==> src/rtl/seq_divider.sv <==
// Restoring shift-subtract unsigned divider: 2*WIDTH-bit dividend / WIDTH-bit divisor, one quotient bit per clock.
// Optional macro SEQ_DIV_ZERO_CHECK_EN short-circuits a zero divisor to a flagged result after one cycle.
module seq_divider #(
  parameter int WIDTH = 8
) (
  input  logic                 clk,
  input  logic                 clear,
  input  logic                 start,
  input  logic [2*WIDTH-1:0]   dividend,
  input  logic [WIDTH-1:0]     divisor,
  output logic [2*WIDTH-1:0]   quotient,
  output logic [WIDTH-1:0]     remainder,
  output logic                 busy,
  output logic                 done,
  output logic                 div_by_zero
);

  localparam int CW = $clog2(2*WIDTH);
  localparam logic [CW-1:0] LAST = CW'(2*WIDTH-1);

  typedef enum logic [1:0] {IDLE, BUSY, FINISH} state_t;

  state_t               state;
  logic [2*WIDTH-1:0]   shift_reg;
  logic [WIDTH-1:0]     dvs;
  logic [WIDTH-1:0]     rem;
  logic [CW-1:0]        count;

  logic [WIDTH:0]       shifted;
  logic                 fits;
  logic [WIDTH-1:0]     diff;
  logic [WIDTH-1:0]     next_rem;
  logic [2*WIDTH-1:0]   next_shift;

  // The WIDTH+1-bit partial remainder only exists between shift and compare;
  // the stored remainder is always < divisor, so WIDTH bits hold it.
  always_comb begin
    shifted    = {rem, shift_reg[2*WIDTH-1]};
    fits       = shifted >= {1'b0, dvs};
    diff       = shifted[WIDTH-1:0] - dvs;
    next_rem   = shifted[WIDTH-1:0];
    next_shift = {shift_reg[2*WIDTH-2:0], 1'b0};
    if (fits) begin
      next_rem      = diff;
      next_shift[0] = 1'b1;
    end
  end

  always_ff @(posedge clk) begin
    if (clear) begin
      state     <= IDLE;
      shift_reg <= '0;
      dvs       <= '0;
      rem       <= '0;
      count     <= '0;
      quotient  <= '0;
      remainder <= '0;
      busy      <= 1'b0;
      done      <= 1'b0;
`ifdef SEQ_DIV_ZERO_CHECK_EN
      div_by_zero <= 1'b0;
`endif
    end else begin
      case (state)
        IDLE, FINISH: begin
          if (start) begin
            shift_reg <= dividend;
            dvs       <= divisor;
            rem       <= '0;
            count     <= '0;
            busy      <= 1'b1;
            done      <= 1'b0;
            state     <= BUSY;
`ifdef SEQ_DIV_ZERO_CHECK_EN
            div_by_zero <= 1'b0;
`endif
          end
        end
        BUSY: begin
`ifdef SEQ_DIV_ZERO_CHECK_EN
          if (dvs == '0) begin
            quotient    <= '1;
            remainder   <= shift_reg[WIDTH-1:0];
            div_by_zero <= 1'b1;
            busy        <= 1'b0;
            done        <= 1'b1;
            state       <= FINISH;
          end else
`endif
          begin
            shift_reg <= next_shift;
            rem       <= next_rem;
            count     <= count + 1'b1;
            if (count == LAST) begin
              quotient  <= next_shift;
              remainder <= next_rem;
              busy      <= 1'b0;
              done      <= 1'b1;
              state     <= FINISH;
            end
          end
        end
        default: state <= IDLE;
      endcase
    end
  end

`ifndef SEQ_DIV_ZERO_CHECK_EN
  assign div_by_zero = 1'b0;
`endif

endmodule

==> config.mk <==
export PLATFORM = sky130hd
export DESIGN_NAME = seq_divider
export DESIGN_NICKNAME = d
export VERILOG_FILES = /design/src/rtl/seq_divider.sv
export SDC_FILE = /design/constraint.sdc
export NUM_CORES = 1
export LEC_CHECK = 0
export ABC_AREA = 1
export BUFFER_PORTS_ARGS = -buffer_cell sky130_fd_sc_hd__buf_2
export CORE_MARGIN = 4
export CORE_UTILIZATION = 50
export CTS_CLUSTER_DIAMETER = 30
export DETAILED_ROUTE_END_ITERATION = 8
export GPL_TIMING_DRIVEN = 0
export PLACE_DENSITY = 0.76
export SYNTH_ARGS = -nofsm -noshare
export SYNTH_HDL_FRONTEND = slang
export SYNTH_SLANG_ARGS = --single-unit
==> constraint.sdc <==
create_clock -name clk -period 1.7 [get_ports clk]
set_input_delay 0.255 -clock clk [delete_from_list [all_inputs] [get_ports clk]]
set_output_delay 0.255 -clock clk [all_outputs]
set_load 0.005 [all_outputs]
Word level (Yosys, flattened, before mapping) --
Cells that the tools add are included.
Storage, ports and cells: bits in registers 64, bits of input ports 27, output and inout port bits 27, logic and storage cells 42
Cells by class: add/sub/neg operators 2, magnitude comparators 1, eq/ne operators 5, multiplexer cells 17, reductions and logical operators 8
Operators with widths (count):
- case mux 16 bit (2 select lines) | 1
- two-way mux 16 bit | 1
- two-way mux 8 bit | 2
- case mux 8 bit (2 select lines) | 1
- greater-or-equal comparator 9 x 8 -> 1 bit | 1
- case mux 4 bit (2 select lines) | 1
- AND reduction 2 bit | 4
- subtractor 8 bit | 1
- two-way mux 1 bit | 5
- adder 4 x 1 -> 4 bit (second input constant) | 1
- equality test 4 bit (second input constant) | 1
- two-way mux 2 bit | 2
- two-way mux 4 bit | 1
- inequality test 2 bit (second input constant) | 2
- case mux 1 bit (2 select lines) | 2
- case mux 2 bit (2 select lines) | 1
- AND reduction 3 bit | 1
- equality test 2 x 1 -> 1 bit (second input constant) | 1
- equality test 2 bit (second input constant) | 1
- zero test 2 bit | 1
- nonzero test 2 bit | 1
- OR reduction 2 bit | 1

Depth between registers and ports, before layout --
Gate-level depths: netlist of run 1.
word-level depth 4, depth in mapped cells 14, depth with buffers taken out 14

Least setup slack after synthesis of run 1 --
OpenSTA, ideal clock, no wires.
path type flip-flop to flip-flop, from reg shift_reg[15], to reg remainder[4], library setup time 0.115 ns, arrival time 1.514 ns, required time 1.585 ns, slack 0.070 ns, cell stages (with the launch flop) 11, path buffers 0, clock period less this slack 1.630 ns, cells stage by stage dfxtp_1 > inv_1 > ha_1 > fa_1 > nor2_1 > nor2_1 > xnor2_1 > nand2_1 > nand2_1 > o21ai_0 > inv_1
On the way: word-level cells in the longest chain between the ends 2, elaborated cells on any way between the ends 3, those cells by class 1 x add/sub; 1 x order compare; 1 x mux
Ends and longest elaborated chain:
- start: declaration | RTL line 24 | logic [2*WIDTH-1:0] shift_reg;
- start signal: assignment | RTL line 67 | shift_reg <= dividend;
- start signal: assignment | RTL line 91 | shift_reg <= next_shift;
- subtractor 8 bit or greater-or-equal comparator 9 x 8 -> 1 bit (tied branches) | RTL line 40, 39
- two-way mux 8 bit * | RTL line 43 | if (fits) begin
- end signal: assignment | RTL line 96 | remainder <= next_rem;
- end: declaration | RTL line 12 | output logic [WIDTH-1:0] remainder,
Mark *: on every way between the ends. The rest lies on a longest branch, timed or not. A chain may end at the register's enable or synchronous reset.

Worst setup path in the final report of run 1 --
from reg dvs[1], to reg rem[3]
On the way: word-level cells in the longest chain between the ends 3, elaborated cells on any way between the ends 4, those cells by class 1 x add/sub; 1 x order compare; 2 x mux
Ends and longest elaborated chain:
- start: declaration | RTL line 25 | logic [WIDTH-1:0] dvs;
- start signal: assignment | RTL line 68 | dvs <= divisor;
- subtractor 8 bit or greater-or-equal comparator 9 x 8 -> 1 bit (tied branches) | RTL line 40, 39
- two-way mux 8 bit * | RTL line 43
- case mux 8 bit (2 select lines) * | RTL line 64 | case (state)
- end signal: assignment | RTL line 92 | rem <= next_rem;
- end: declaration | RTL line 26 | logic [WIDTH-1:0] rem;
Marks and branches as above.

==> results.toml, run 1 <==
[cts]
clockRootBuffer = "clkbuf_8"
cts_hold_buffers = 0
cts_buffers = 9
htreeDepth = 3
tritoncts = "built"
clkLatencyLatePin_ns = 0.34
clockBufferDepth = 2
path_clk_slew_ns = 0.07
numClockSinks = 64

[critical_path]
rr_endpoint = "rem[3]"
r2r-start = "dvs[1]"
cp.arrival_ns = 1.99
critical_path_class = "register to register"
critPathLaunchType = "register"
crit_path_end_kind = "register"
crit_fanout = 6
crit_start = "dvs[1]"
reg2reg_depth = 12
required_ns = 1.96
r2r_setup_slack_ns = -0.03

[yosys]
synth_nets = 449
synth_area_leader_cell = "dfxtp_1"
ys_types = 31
synth_warnings = 0
synthesis.area_um2 = 2980
synth-seq-cells = 64
synth.area.top_cells = "dfxtp_1, nand2_1, nor2_1"
syn_inst = 412
synth_top_area_share = 0.430
ys_seq_area_frac = 0.430
syn_avg_cell_area_um2 = 7.22

[sta]
setup_viol = 9
fin_ws_ns = -0.0328
slew_headroom = 0.583
grt_setup_unrepaired = "true"
drv_slew = 0
fin_crit_ns = 1.73
hold_viol = 0
finClkSkew_ns = 0.00839
worstMarginPinSlew_ns = 0.625
hold_ws_ns = 0.174
fmax_mhz = 577
period_share = 1.02

[cells_and_area]
drive_gt1_frac = 0.347
diodes = 0
fin_util = 0.701
areaGrowthSynthToFinish_pct = 32.8
nNetsFinal = 525
instances_no_fill = 565

[run]
maxCapViolations = 0

[status]
status = "finished with violations"
failed_checks = "negative setup slack"

[worst_hold_path]
hp-class = "input pin to register"
hold_end = "shift_reg[5]"
min_path_cells = 3
hp-start = "dividend[5]"

[global_routing]
grt_pass1_wl_um = 12700
first_global_vias = 2747
antenna_found_initial = 0
grt-ovfl-total = 0
grt_max_degree = 13
track_usage = 0.215
met1_usage = 0.298
met2_usage = 0.336
met3_usage = 0.0398
top_usage_layer = "met2"

[floorplanning]
start_util = 0.528
num_rows = 27
io-pin-count = 54
coreArea_um2 = 5640
die-area_um2 = 7250
die_w_um = 85.2
fp.dieH_um = 85.2

[route]
remaining_drc_errors = 0
routed_wire_length_per_instance_um = 15.2
drt_iter0_markers = 346
firstDrtPassIters = 5
vias = 3073
antenna_left = 0
wirelength_um = 8560
vias_per_cell = 5.44

[placed_design]
gp_congestion = 0.845
placed_cells = 536
hpwlAfterDp_um = 5380
io_buffers = 52

[power_and_ir_drop]
peakVddDrop_v = 0.000830
p_per_area_nw_per_um2 = 1370
leakage_nw = 1.77
timing repair:
action                                  CTS  global route
cloned                                    2             1
buffers inserted                          3             7
pin swaps                                 8            22
endpoints found under the setup margin   22            34
gates resized for setup                  26            65
area by class of cell:
cell class	instances	area, um^2
Buffer	19	103
Clock buffer	10	138
Clock inverter	6	91.3
Fill cell	441	1690
Inverter	45	176
Multi-Input combinational cell	286	1720
Sequential cell	64	1300
Tap cell	72	90.1
Timing Repair Buffer	63	340
placed cells by master, fill, tap and decap left out, types with 9 or more instances in the layout:
cell type  count
nand2_2       18
clkbuf_8      10
dfxtp_2       14
inv_2          9
nand3_1       13
a31oi_1       10
o21ai_0       20
nor2_1        60
inv_1         32
a21oi_1       19
dfxtp_1       50
nand2_1       82
buf_4         11
buf_2         58
Yosys cell counts, drive strengths merged:
cell type and n:
nand4 2, buf 9, a21oi 24, clkinv 1
inv 44, nor3 1, dfxtp 64, a31oi 10
conb 1, nor2 67, ha 9, nand3 16
nand3b 4, xnor2 2, xor2 1, nand2 107
clkbuf 10, a211oi 8, fa 1, nor2b 1
o21ai 23, a221oi 7
stage by stage:
step	setup WS (ns)	instance area [um^2]	setup TNS [ns]	power, mW
final	-0.0328	3950	-0.123	5.41
after floorplan	0.0702	2980	0	2.85
after detailed placement	-0.114	3330	-1.21	3.17
after CTS	0.000315	3720	0	4.83
after global placement	-0.0990	3330	-0.827	3.13
after global routing	-0.107	3950	-1.16	5.66
critical path, stage by stage (launching register included):
cell and delay [ns]:
dfxtp_2 0.34, inv_2 0.05, ha_4 0.29, nand2_4 0.05, nor2_2 0.11, nand3_2 0.08
nor2b_4 0.14, buf_6 0.14, nand2_8 0.09, nand2_2 0.06, nand2_2 0.10, nand2_2 0.06
a21oi_2 0.12
cells by family after synthesis:
logic type,share of synthesized area
AND/OR/NAND/NOR,0.281
XOR/XNOR,0.00883
adder cells (fa/ha/maj),0.0446
other,0.00126
flip-flops,0.430
buffers and inverters,0.0895
AO/OA/AOI/OAI,0.145
routing by layer:
layer  share of wire  vias to the layer above
met3           0.079                       37
met4           0.033                        0
li1                -                     1485
met2            0.46                      161
met1            0.43                     1390
met5               0                        -
report_power, final:
group | switching, mW | internal (mW) | total [mW]
clock | 0.607 | 0.873 | 1.48
combinational | 1.37 | 0.858 | 2.23
sequential | 0.0967 | 1.60 | 1.70
total | 2.07 | 3.34 | 5.41
how the worst max path moves through the flow:
stage                         to  slack (ns)  cells past startpoint
finish                    rem[3]       -0.03                     12
CTS                 remainder[1]      0.0003                     13
global route        remainder[3]       -0.11                     12
floorplan           remainder[4]        0.07                     10
global placement    remainder[1]        -0.1                     13
detailed placement  remainder[1]       -0.11                     13
(Power assumes the default switching activity.)
==> run 2, diff against run 1 <==
Settings changed: CORE_ASPECT_RATIO set to 2, SETUP_SLACK_MARGIN set to 0.2.
==> results.toml, run 2 (same netlist as run 1, synthesis figures left out) <==
[sta]
fin_crit_ns = 1.76
setup_tns_ns = -0.198
period_share = 1.04
worstMarginPinSlew_ns = 0.698
fin_ws_ns = -0.0609
slew_headroom = 0.535
hold_ws_ns = 0.177
grt_setup_unrepaired = "true"
finClkSkew_ns = 0.00533
setup_viol = 9
hold_viol = 0
fmax_mhz = 568
drv_slew = 0

[floorplanning]
io-pin-count = 54
die-area_um2 = 7330
start_util = 0.517
num_rows = 39
coreArea_um2 = 5760
die_w_um = 62.6
fp.dieH_um = 117

[cells_and_area]
diodes = 0
fin_util = 0.713
nNetsFinal = 537
areaGrowthSynthToFinish_pct = 38.0
finish.instance_area_um2 = 4110
final_cell_mix = "nand2_1, nor2_1, buf_2"
layout_commonest_cell = "nand2_1"
instances_no_fill = 564
drive_gt1_frac = 0.362

[run]
maxCapViolations = 0

[status]
status = "finished with violations"
failed_checks = "negative setup slack"

[critical_path]
crit_path_end_kind = "register"
max_stage_delay_ns = 0.32
critPathLaunchType = "register"
cp.arrival_ns = 2.00
required_ns = 1.94
cp_cell_sequence = "inv_2, ha_4, nand2_4, nor2_4, nand3_2, nor2b_4, buf_12, buf_16, nand3b_1, nand3_1, a21oi_1"
critical_path_class = "register to register"
slowest_stage = "dfxtp_2"
crit_fanout = 5

[cts]
tritoncts = "built"
numClockSinks = 64
path_clk_slew_ns = 0.05
clockBufferDepth = 2
clkLatencyLatePin_ns = 0.33
cts_hold_buffers = 0
htreeDepth = 3
cts_buffers = 9
clockRootBuffer = "clkbuf_16"

[power_and_ir_drop]
fin_total_pwr_mw = 5.86
p_per_area_nw_per_um2 = 1430
peakVddDrop_v = 0.000849
leakage_nw = 1.87

[route]
antenna_left = 0
firstDrtPassIters = 5
wirelength_um = 8850
routed_wire_length_per_instance_um = 15.7
drt_iter0_markers = 189
vias_per_cell = 5.42
vias = 3055
remaining_drc_errors = 0

[global_routing]
antenna_found_initial = 0
grt-ovfl-total = 0
grt_max_degree = 11
first_global_vias = 3174
track_usage = 0.255
grt_pass1_wl_um = 14300

[placed_design]
dp_slack_ns = -0.0440
hpwlAfterDp_um = 6070
io_buffers = 52
placed_cells = 525
gp_congestion = 0.887
placed_cell_area_um2 = 3430

[worst_hold_path]
hp-class = "input pin to register"
## run 2: cell count changes in the layout (fill, tap and decap cells not counted), sizes merged
cell      change
buf           +9
bufinv        -2
clkinvlp      +1
clkbuf        +6
clkinv        -3
inv           -1
## run 2: report_power, final
| group | switching (mW) | internal [mW] |
|---|---|---|
| sequential | 0.0999 | 1.61 |
| combinational | 1.41 | 1.12 |
| clock | 0.611 | 1.01 |
| total | 2.12 | 3.74 |
## run 2: routing by layer
metal / GRT usage / wire (um) / vias to the layer above
li1: - / - / 1503
met1: 0.229 / 3040 / 1422
met2: 0.491 / 4910 / 88
met3: 0.0525 / 360 / 42
met4: 0.198 / 538 / 0
met5: 0 / 0 / -
## run 2: final timing paths
check                                  start            end  slack [ns]  cells past startpoint
worst max-delay path                  dvs[2]         rem[5]       -0.06                     11
worst min register to register      count[0]       count[0]        0.46                      1
worst max register to register        dvs[2]         rem[5]       -0.06                     11
worst min-delay path            dividend[13]  shift_reg[13]        0.18                      3
## run 2: critical path, delay by kind of cell, from the launching register on
kind / cells / cell delay [ns]
compound gates: 1 / 0.13
flops: 1 / 0.32
fa+ha+maj: 1 / 0.29
simple gates: 6 / 0.64
buf+inv: 3 / 0.29
## run 2: final cells by class
class	instances	area, um^2
buffer	19	128
clock buffer	13	250
clock inverter	1	5.00
fill	463	1650
inverter	45	178
multi-input combinational	286	1690
sequential	64	1300
tap	61	76.3
timing repair buffer	75	477
## run 2: timing repair
action                     4_1_cts  5_1_grt
buffers inserted                18        4
resized for setup               56       27
pin swaps                       17       13
setup endpoints to repair       56       50
gates cloned                     3        0
